[src/rtl/tape_fsk_player.sv]
// Cassette-tape FSK player: prefetches tape bytes from memory into a small FIFO
// and shifts them out LSB first as Kansas-City style square waves.
module tape_fsk_player #(
  parameter int unsigned ADDR_W     = 16,
  parameter int unsigned FIFO_DEPTH = 4,
  parameter int unsigned HALF0      = 23864,
  parameter int unsigned HALF1      = 11932,
  parameter int unsigned MOTOR_GATE = 1
) (
  input  logic              clk,
  input  logic              reset,
  input  logic              play,
  input  logic              rewind,
  input  logic              motor,
  input  logic [ADDR_W-1:0] tape_len,
  output logic [ADDR_W-1:0] mem_addr,
  output logic              mem_rd,
  input  logic [7:0]        mem_data,
  input  logic              mem_valid,
  output logic              data,
  output logic              running,
  output logic              eot,
  output logic [ADDR_W-1:0] position
);

  localparam int unsigned PTR_W    = $clog2(FIFO_DEPTH);
  localparam int unsigned CNT_FW   = PTR_W + 1;
  localparam int unsigned HALF_MAX = (HALF0 > HALF1) ? HALF0 : HALF1;
  localparam int unsigned CNT_W    = $clog2(HALF_MAX + 1);

  localparam logic [0:0] F_IDLE = 1'b0;
  localparam logic [0:0] F_REQ  = 1'b1;

  logic [0:0]        fetch_state_q, fetch_state_d;
  logic [ADDR_W-1:0] fetch_addr_q, fetch_addr_d;
  logic              discard_q, discard_d;
  logic [7:0]        fifo_q [FIFO_DEPTH];
  logic [7:0]        fifo_d [FIFO_DEPTH];
  logic [PTR_W-1:0]  wr_ptr_q, wr_ptr_d, rd_ptr_q, rd_ptr_d;
  logic [CNT_FW-1:0] count_q, count_d;
  logic [7:0]        sh_q, sh_d;
  logic [2:0]        bit_q, bit_d;
  logic [CNT_W-1:0]  cnt_q, cnt_d;
  logic              active_q, active_d;
  logic              started_q, started_d;
  logic              data_q, data_d;
  logic              running_q, running_d;
  logic              eot_q, eot_d;
  logic [ADDR_W-1:0] position_q, position_d;

  logic              adv_c, fifo_empty_c, fifo_full_c, half_end_c, byte_end_c;
  logic              push_c, pop_c;
  logic [CNT_W-1:0]  half_c;

  assign mem_rd   = fetch_state_q[0];
  assign mem_addr = fetch_addr_q;
  assign data     = data_q;
  assign running  = running_q;
  assign eot      = eot_q;
  assign position = position_q;

  assign adv_c        = running_q && ((MOTOR_GATE == 0) || motor);
  assign fifo_empty_c = (count_q == '0);
  assign fifo_full_c  = (count_q == CNT_FW'(FIFO_DEPTH));
  assign half_c       = sh_q[0] ? CNT_W'(HALF1 - 1) : CNT_W'(HALF0 - 1);
  assign half_end_c   = (cnt_q == half_c);

  always_comb begin
    fetch_state_d = fetch_state_q;
    fetch_addr_d  = fetch_addr_q;
    discard_d     = discard_q;
    fifo_d        = fifo_q;
    wr_ptr_d      = wr_ptr_q;
    rd_ptr_d      = rd_ptr_q;
    count_d       = count_q;
    sh_d          = sh_q;
    bit_d         = bit_q;
    cnt_d         = cnt_q;
    active_d      = active_q;
    started_d     = started_q;
    data_d        = data_q;
    running_d     = running_q;
    eot_d         = eot_q;
    position_d    = position_q;
    push_c        = 1'b0;
    pop_c         = 1'b0;
    byte_end_c    = 1'b0;

    // Fetcher: one outstanding read; a read orphaned by rewind is dropped on completion
    unique case (fetch_state_q)
      F_IDLE: begin
        if (running_q && !rewind && !fifo_full_c && (fetch_addr_q < tape_len))
          fetch_state_d = F_REQ;
      end
      default: begin
        if (mem_valid) begin
          fetch_state_d = F_IDLE;
          discard_d     = 1'b0;
          if (!discard_q) begin
            push_c       = 1'b1;
            fetch_addr_d = ADDR_W'(fetch_addr_q + 1'b1);
          end
        end
      end
    endcase

    if (play) begin
      if (running_q) running_d = 1'b0;
      else if (!eot_q) begin
        if (tape_len != '0) running_d = 1'b1;
        else                eot_d     = 1'b1;
      end
    end

    // Serializer: data level doubles as the half-period phase (1 = high half)
    if (adv_c) begin
      if (active_q) begin
        if (half_end_c) begin
          cnt_d = '0;
          if (data_q) data_d = 1'b0;
          else if (bit_q != 3'd7) begin
            bit_d  = bit_q + 3'd1;
            sh_d   = {1'b0, sh_q[7:1]};
            data_d = 1'b1;
          end else byte_end_c = 1'b1;
        end else cnt_d = CNT_W'(cnt_q + 1'b1);
      end
      if (!active_q || byte_end_c) begin
        if (!fifo_empty_c) begin
          pop_c      = 1'b1;
          sh_d       = fifo_q[rd_ptr_q];
          bit_d      = 3'd0;
          cnt_d      = '0;
          data_d     = 1'b1;
          active_d   = 1'b1;
          started_d  = 1'b1;
          position_d = started_q ? ADDR_W'(position_q + 1'b1) : position_q;
        end else begin
          active_d = 1'b0;
          data_d   = 1'b0;
          if ((fetch_state_q == F_IDLE) && !(fetch_addr_q < tape_len)) begin
            eot_d     = 1'b1;
            running_d = 1'b0;
          end
        end
      end
    end

    if (rewind) begin
      push_c       = 1'b0;
      pop_c        = 1'b0;
      fetch_addr_d = '0;
      discard_d    = (fetch_state_q == F_REQ) && !mem_valid;
      position_d   = '0;
      started_d    = 1'b0;
      active_d     = 1'b0;
      sh_d         = '0;
      bit_d        = 3'd0;
      cnt_d        = '0;
      data_d       = 1'b0;
      running_d    = 1'b0;
      eot_d        = 1'b0;
      wr_ptr_d     = '0;
      rd_ptr_d     = '0;
      count_d      = '0;
    end

    if (push_c) begin
      fifo_d[wr_ptr_q] = mem_data;
      wr_ptr_d         = PTR_W'(wr_ptr_q + 1'b1);
    end
    if (pop_c) rd_ptr_d = PTR_W'(rd_ptr_q + 1'b1);
    unique case ({push_c, pop_c})
      2'b10:   count_d = CNT_FW'(count_q + 1'b1);
      2'b01:   count_d = CNT_FW'(count_q - 1'b1);
      default: ;
    endcase
  end

  always_ff @(posedge clk or negedge reset) begin
    if (!reset) begin
      fetch_state_q <= F_IDLE;
      fetch_addr_q  <= '0;
      discard_q     <= 1'b0;
      for (int i = 0; i < int'(FIFO_DEPTH); i++) fifo_q[i] <= '0;
      wr_ptr_q      <= '0;
      rd_ptr_q      <= '0;
      count_q       <= '0;
      sh_q          <= '0;
      bit_q         <= 3'd0;
      cnt_q         <= '0;
      active_q      <= 1'b0;
      started_q     <= 1'b0;
      data_q        <= 1'b0;
      running_q     <= 1'b0;
      eot_q         <= 1'b0;
      position_q    <= '0;
    end else begin
      fetch_state_q <= fetch_state_d;
      fetch_addr_q  <= fetch_addr_d;
      discard_q     <= discard_d;
      fifo_q        <= fifo_d;
      wr_ptr_q      <= wr_ptr_d;
      rd_ptr_q      <= rd_ptr_d;
      count_q       <= count_d;
      sh_q          <= sh_d;
      bit_q         <= bit_d;
      cnt_q         <= cnt_d;
      active_q      <= active_d;
      started_q     <= started_d;
      data_q        <= data_d;
      running_q     <= running_d;
      eot_q         <= eot_d;
      position_q    <= position_d;
    end
  end

endmodule

[config.mk]
export PLATFORM = sky130hd
export DESIGN_NAME = tape_fsk_player
export DESIGN_NICKNAME = d
export VERILOG_FILES = /design/src/rtl/tape_fsk_player.sv
export SDC_FILE = /design/constraint.sdc
export NUM_CORES = 1
export LEC_CHECK = 0
export ABC_AREA = 1
export CAP_MARGIN = 40
export CORE_MARGIN = 2
export CORE_UTILIZATION = 57
export DETAILED_ROUTE_END_ITERATION = 10
export PLACE_DENSITY = 0.8
export RECOVER_POWER = 50
export SYNTH_ARGS = -nofsm -noshare
export SYNTH_HDL_FRONTEND = slang
export SYNTH_SLANG_ARGS = --single-unit
[constraint.sdc]
create_clock -name clk -period 3.3 [get_ports clk]
set_input_delay 0.33 -clock clk [delete_from_list [all_inputs] [get_ports clk]]
set_output_delay 0.33 -clock clk [all_outputs]
set_load 0.01 [all_outputs]
After elaboration in Yosys (flattened, before gate mapping)

Index checks and enable logic that the tools add are counted.

Reductions and logical operators: 31
Add/sub/neg operators: 8
$lt $le $gt $ge: 4
Mux-type cells: 94
Equality and inequality tests: 7
Bitwise logic cells: 3

Operator list:

| cell                                                            | number |
|---|---|
| 16-bit two-way mux                                              | 9 |
| 15-bit two-way mux                                              | 7 |
| 8-bit two-way mux                                               | 11 |
| 1-bit two-way mux                                               | 51 |
| 16-bit by 1-bit adder with 16-bit output, second input constant | 2 |
| 32-bit bitwise mux                                              | 1 |
| 3-bit two-way mux                                               | 9 |
| 8-bit binary-select mux with 2-bit select                       | 1 |
| 8-bit demux with 2-bit select                                   | 1 |
| 16-bit < comparator                                             | 1 |
| 16-bit nonzero test                                             | 1 |
| 15-bit by 1-bit adder with 15-bit output, second input constant | 1 |
| 15-bit == test                                                  | 1 |
| 2-bit nonzero test                                              | 7 |
| 3-bit AND reduction                                             | 3 |
| 3-bit nonzero test                                              | 3 |
| 1-bit logical AND                                               | 7 |
| 3-bit by 1-bit adder with 3-bit output, second input constant   | 2 |
| 3-bit >= comparator, second input constant                      | 2 |
| 2-bit two-way mux                                               | 3 |
| 2-bit NOT with 3-bit output                                     | 2 |
| 3-bit case mux with 2 select lines                              | 1 |
| 1-bit logical NOT                                               | 5 |
| 2-bit by 1-bit adder with 2-bit output, second input constant   | 2 |
| 12 further kinds                                                | 14 |

Register bits after elaboration: 104

Logic depth before layout (Yosys ltp)

Word-level depth: 12
Mapped depth: 17
Gate-level depth less buffers: 16

Least setup slack after synthesis

No wires, ideal clock.

Path type: flip-flop to flip-flop
Start: register cnt_q[0]
End: register count_q[2]
Stages on the path, launching flop included: 18
Data arrival time: 2.168 ns
Clock period less this slack: 2.294 ns
Library setup time: 0.126 ns
Path slack: 1.006 ns
Cells stage by stage: dfrtp_1 -> ha_1 -> nand2_1 -> nor2_1 -> nand2_1 -> nor2_4 -> nand4_4 -> nand2_4 -> buf_8 -> nand3_4 -> nor2_8 -> ha_1 -> xor2_1 -> ha_1 -> a21oi_1 -> xnor2_1 -> nand2_1 -> o21ai_0

Longest elaborated chain between the ends: 10

RTL lines:

| item                                                                      | line | text |
|---|---|---|
| from (decl)                                                               | 43   | `logic [CNT_W-1:0] cnt_q, cnt_d;` |
| from (signal assigned)                                                    | 208  | `cnt_q <= cnt_d;` |
| 15-bit == test *                                                          | 66   | `assign half_end_c = (cnt_q == half_c);` |
| 1-bit two-way mux *                                                       | 118  | `if (half_end_c) begin` |
| 1-bit two-way mux *                                                       | 117  | `if (active_q) begin` |
| 1-bit two-way mux *                                                       | 116  | `if (adv_c) begin` |
| 1-bit logical OR *                                                        | 128  | `if (!active_q \|\| byte_end_c) begin` |
| 1-bit two-way mux *                                                       | 128  |  |
| 1-bit two-way mux *                                                       | 116  |  |
| 1-bit two-way mux *                                                       | 149  | `if (rewind) begin` |
| 2-bit by 1-bit == test with 1-bit output or 2-bit == test (tied branches) | 173  | `unique case ({push_c, pop_c})` |
| 3-bit case mux with 2 select lines or 3-bit nonzero test (tied branches)  | -    |  |
| to (signal assigned)                                                      | 205  | `count_q <= count_d;` |
| to (decl)                                                                 | 40   | `logic [CNT_FW-1:0] count_q, count_d;` |

Mark *: on every way between the ends. The rest lies on a longest branch, timed or not. The select of a mux whose other input is x is not followed.
A chain may end at the register's enable or synchronous reset.

Worst setup path after layout

Start: register running_q (netlist: running)
End: register position_q[15] (netlist: position[15])

Longest elaborated chain between the ends: 3

RTL lines:

| item                                 | line | text |
|---|---|---|
| from (decl)                          | 47   | `logic running_q, running_d;` |
| from (signal assigned)               | 212  | `running_q <= running_d;` |
| 1-bit logical AND                    | 62   | `assign adv_c = running_q && ((MOTOR_GATE == 0) \|\| motor);` |
| 2-bit nonzero test (no source line)  | -    |  |
| 4-bit AND reduction (no source line) | -    |  |
| to (signal assigned)                 | 214  | `position_q <= position_d;` |
| to (decl)                            | 49   | `logic [ADDR_W-1:0] position_q, position_d;` |

Every way passes these cells.

==> results by group <==
Power and ir drop
  – Pwr/cell area: 396 mW/mm²
  – Max VDD drop: 288 µV
  – Tot Pwr: 2.84 mW
  – Leak: 3.36 nW

Synth
  – Avg Cell Area, Syn: 7.54 µm²
  – Mapped Nets: 885
  – Most used DFF post-synth: dfrtp_1
  – Synthesized cell area: 0.00624 mm²
  – Asr flop ratio synth: 100%
  – Syn Inst Count: 828
  – Synth Warn #: 0
  – Post-synth EDFFs: 0
  – Register area share after synthesis: 41.7%
  – Synth unique cells: 42
  – #FFs+latches synth: 104

Drt
  – Routed WL per cell: 14.0 µm
  – First-pass detailed-route iteration total: 8
  – Via density: 5.57
  – Vias: 5719
  – Detail Route Antenna Nets: 0
  – Routed wire length: 14.4 mm
  – # DRC: 1
  – Iteration-0 DRC Markers: 411

Global routing
  – Total Routing Usage GR: 25.9%
  – Largest net degree at the start of global routing: 63
  – Number of global-route vias before repair: 5538
  – Initial antenna violation count: 0
  – Global-route wire length before repair: 24.6 mm
  – Total gr overflow: 0

Setup path
  – Worst path bufs/invs: 2
  – Crit-path cells: nand2_1 -> inv_1 -> nor2_1 -> inv_1 -> nand3_2 -> o21ai_0
  – WP data required: 3.56 ns
  – CP Class: reg -> reg
  – CP Data Arrival Time: 3.07 ns
  – Critical path startpoint category: flip-flop
  – Most used cell, CP: inv_1
  – CP peak stage delay: 0.71 ns
  – CP Max Fanout: 32
  – Crit. End Element: flip-flop
  – Slowest CP cell: nor2_1
  – Delay-heaviest family, CP: simple AND/OR/NAND/NOR gates

STA
  – Final Setup Violations: 0
  – Final Hold Fails: 0
  – Min Tclk post-route: 2.81 ns
  – Slew @ Worst Pin: 1.57 ns
  – Worst Skew: 0.00703 ns
  – Hold slack: 0.291 ns
  – PnR worst setup slack: 0.486 ns
  – Max-slew violation count: 91
  – RSZ-0062 raised after global routing: no
  – Setup_tns: 0 ns
  – Slew margin rel.: -4.34%
  – Period utilization: 85.3%
  – Max Fclk: 355 MHz

CTS
  – TritonCTS buffer count: 9
  – H-tree depth: 3
  – Post CTS Setup Buffer Count: 0
  – Worst-path clk slew: 0.10 ns
  – Post-CTS Hold Fix Bufs: 0
  – CTS max path bufs: 2
  – CTS tree: yes
  – Clk Latency, worst-skew pair: 0.40 ns
  – CTS Sinks: 104
  – Post-cts resize count: 0
  – Root Buffer: clkbuf_8

Run status
  – Violated checks: DRC, capacitance limit, slew limit
  – Status: complete, but fails checks

Place
  – HPWL Detailed: 10.2 mm
  – DP Worst Slack: 0.152 ns
  – Placed insts: 1011
  – Gp weighted congestion: 0.903
  – PortBufs: 65

Floorplanning
  – Die area: 0.0118 mm²
  – Die width: 109 µm
  – Core area: 0.0107 mm²
  – Die Span Y: 109 µm
  – Starting Density: 58.1%
  – Num rows: 38
  – # IOs: 66

Final layout
  – Share of post-route cells with drive strength above 1: 5.41%
  – Register area: 0.00260 mm²
  – Filler instances: 899
  – Area Growth Syn to Fin: 14.8%
  – Nets: 939
  – N_diodes: 0
  – Area of the multi-input gates: 0.00307 mm²
  – Final Non-Filler Cells: 1027

Job
  – Max-cap violations: 2

Worst hold path
  – Min-delay worst type: in -> async
==> path summary, 6_finish.rpt <==
| path | slack [ns] | endpoint | cells past startpoint | startpoint |
|---|---|---|---|---|
| worst max-delay path | 0.49 | position[15]$_DFFE_PN0P_ | 6 | running$_DFF_PN0_ |
| worst min-delay path | 0.29 | mem_addr[8]$_DFFE_PN0P_ | 1 | reset |
| worst max register to register | 0.49 | position[15]$_DFFE_PN0P_ | 6 | running$_DFF_PN0_ |
| worst min register to register | 0.50 | fifo_q[0]$_DFFE_PN0P_ | 2 | fifo_q[0]$_DFFE_PN0P_ |
| max in group asynchronous | 0.87 | cnt_q[0]$_DFFE_PN0P_ | 2 | reset |
| min in group clk | 0.50 | fifo_q[0]$_DFFE_PN0P_ | 2 | fifo_q[0]$_DFFE_PN0P_ |
==> placed cells by master, fill, tap and decap left out, drive strengths merged, types with 15 or more instances in the layout <==
master / n
ha: 27
a21oi: 35
nor2: 58
o21ai: 79
nand2: 249
nor3: 15
inv: 106
dfrtp: 104
clkdlybuf4s50: 60
nand4: 19
nand3: 61
clkbuf: 15
==> report_power, final <==
group,switching (mW),total (mW),internal (mW)
registers,0.0601,1.41,1.35
clock network,0.472,1.00,0.528
logic,0.259,0.434,0.175
total,0.792,2.84,2.05
==> worst register-to-register path: stages, from the launching register on <==
cell and delay, ns:
dfrtp_1 0.42, nand2_1 0.15, inv_1 0.12, nor2_1 0.71, inv_1 0.50, nand3_2 0.59, o21ai_0 0.20
==> through the flow <==
| step | utilization, % | area [µm²] |
|---|---|---|
| finish | 66.7 | 7170 |
| global route | 66.7 | 7170 |
| CTS | 66.9 | 7190 |
| detailed placement | 64.6 | 6940 |
| global placement | 64.6 | 6940 |
| floorplan | - | 6240 |
==> cells by family (layout without fill, tap and decap cells) <==
group | count (synthesis) | after routing | share of synthesized area [%]
buffers and inverters | 133 | 192 | 9.04
AND/OR/NAND/NOR | 409 | 409 | 29.3
XOR/XNOR | 14 | 14 | 1.96
adder cells (fa/ha/maj) | 27 | 27 | 5.41
flip-flops | 104 | 104 | 41.7
AO/OA/AOI/OAI | 141 | 141 | 12.6
==> synth_stat cells (4+ instances only) <==
cell      instances  share of area (%)
nand2_1         243                 15
dfrtp_1         104                 42
inv_1           103                6.2
o21ai_0          61                4.9
nand3_1          57                4.6
nor2_1           50                3.0
a21oi_1          34                2.7
ha_1             27                5.4
nand4_1          18                1.8
o21ai_1          18                1.4
nor3_1           13                1.0
xor2_1           12                1.7
clkbuf_1         10               0.60
o22ai_1          10                1.0
a32o_1            8                1.3
buf_2             7               0.56
buf_4             6               0.72
nand2_2           5               0.50
nor2_2            5               0.50
or2_2             4               0.40
==> state kept, by name, summed over array words and instances (netlist names), 3 cells and up <==
name      cells
position     16
count_q       3
fifo_q       32
sh_q          8
mem_addr     16
cnt_q        15
bit_q         3
==> metal layers <==
layer	track usage [%]	vias up	part of all wire (%)
li1	-	2811	-
met1	32.4	2730	44
met2	44.2	157	49
met3	5.26	21	5.0
met4	10.3	0	1.7
met5	0	-	0
==> final cells by class <==
type / instances / area share, %
Multi-Input combinational cell: 591 / 42.8
Sequential cell: 104 / 36.3
Timing Repair Buffer: 70 / 9.32
Inverter: 106 / 5.55
Tap cell: 140 / 2.44
Clock buffer: 10 / 1.92
Clock inverter: 6 / 1.61
Note: power is estimated with default switching activity, not from simulation.
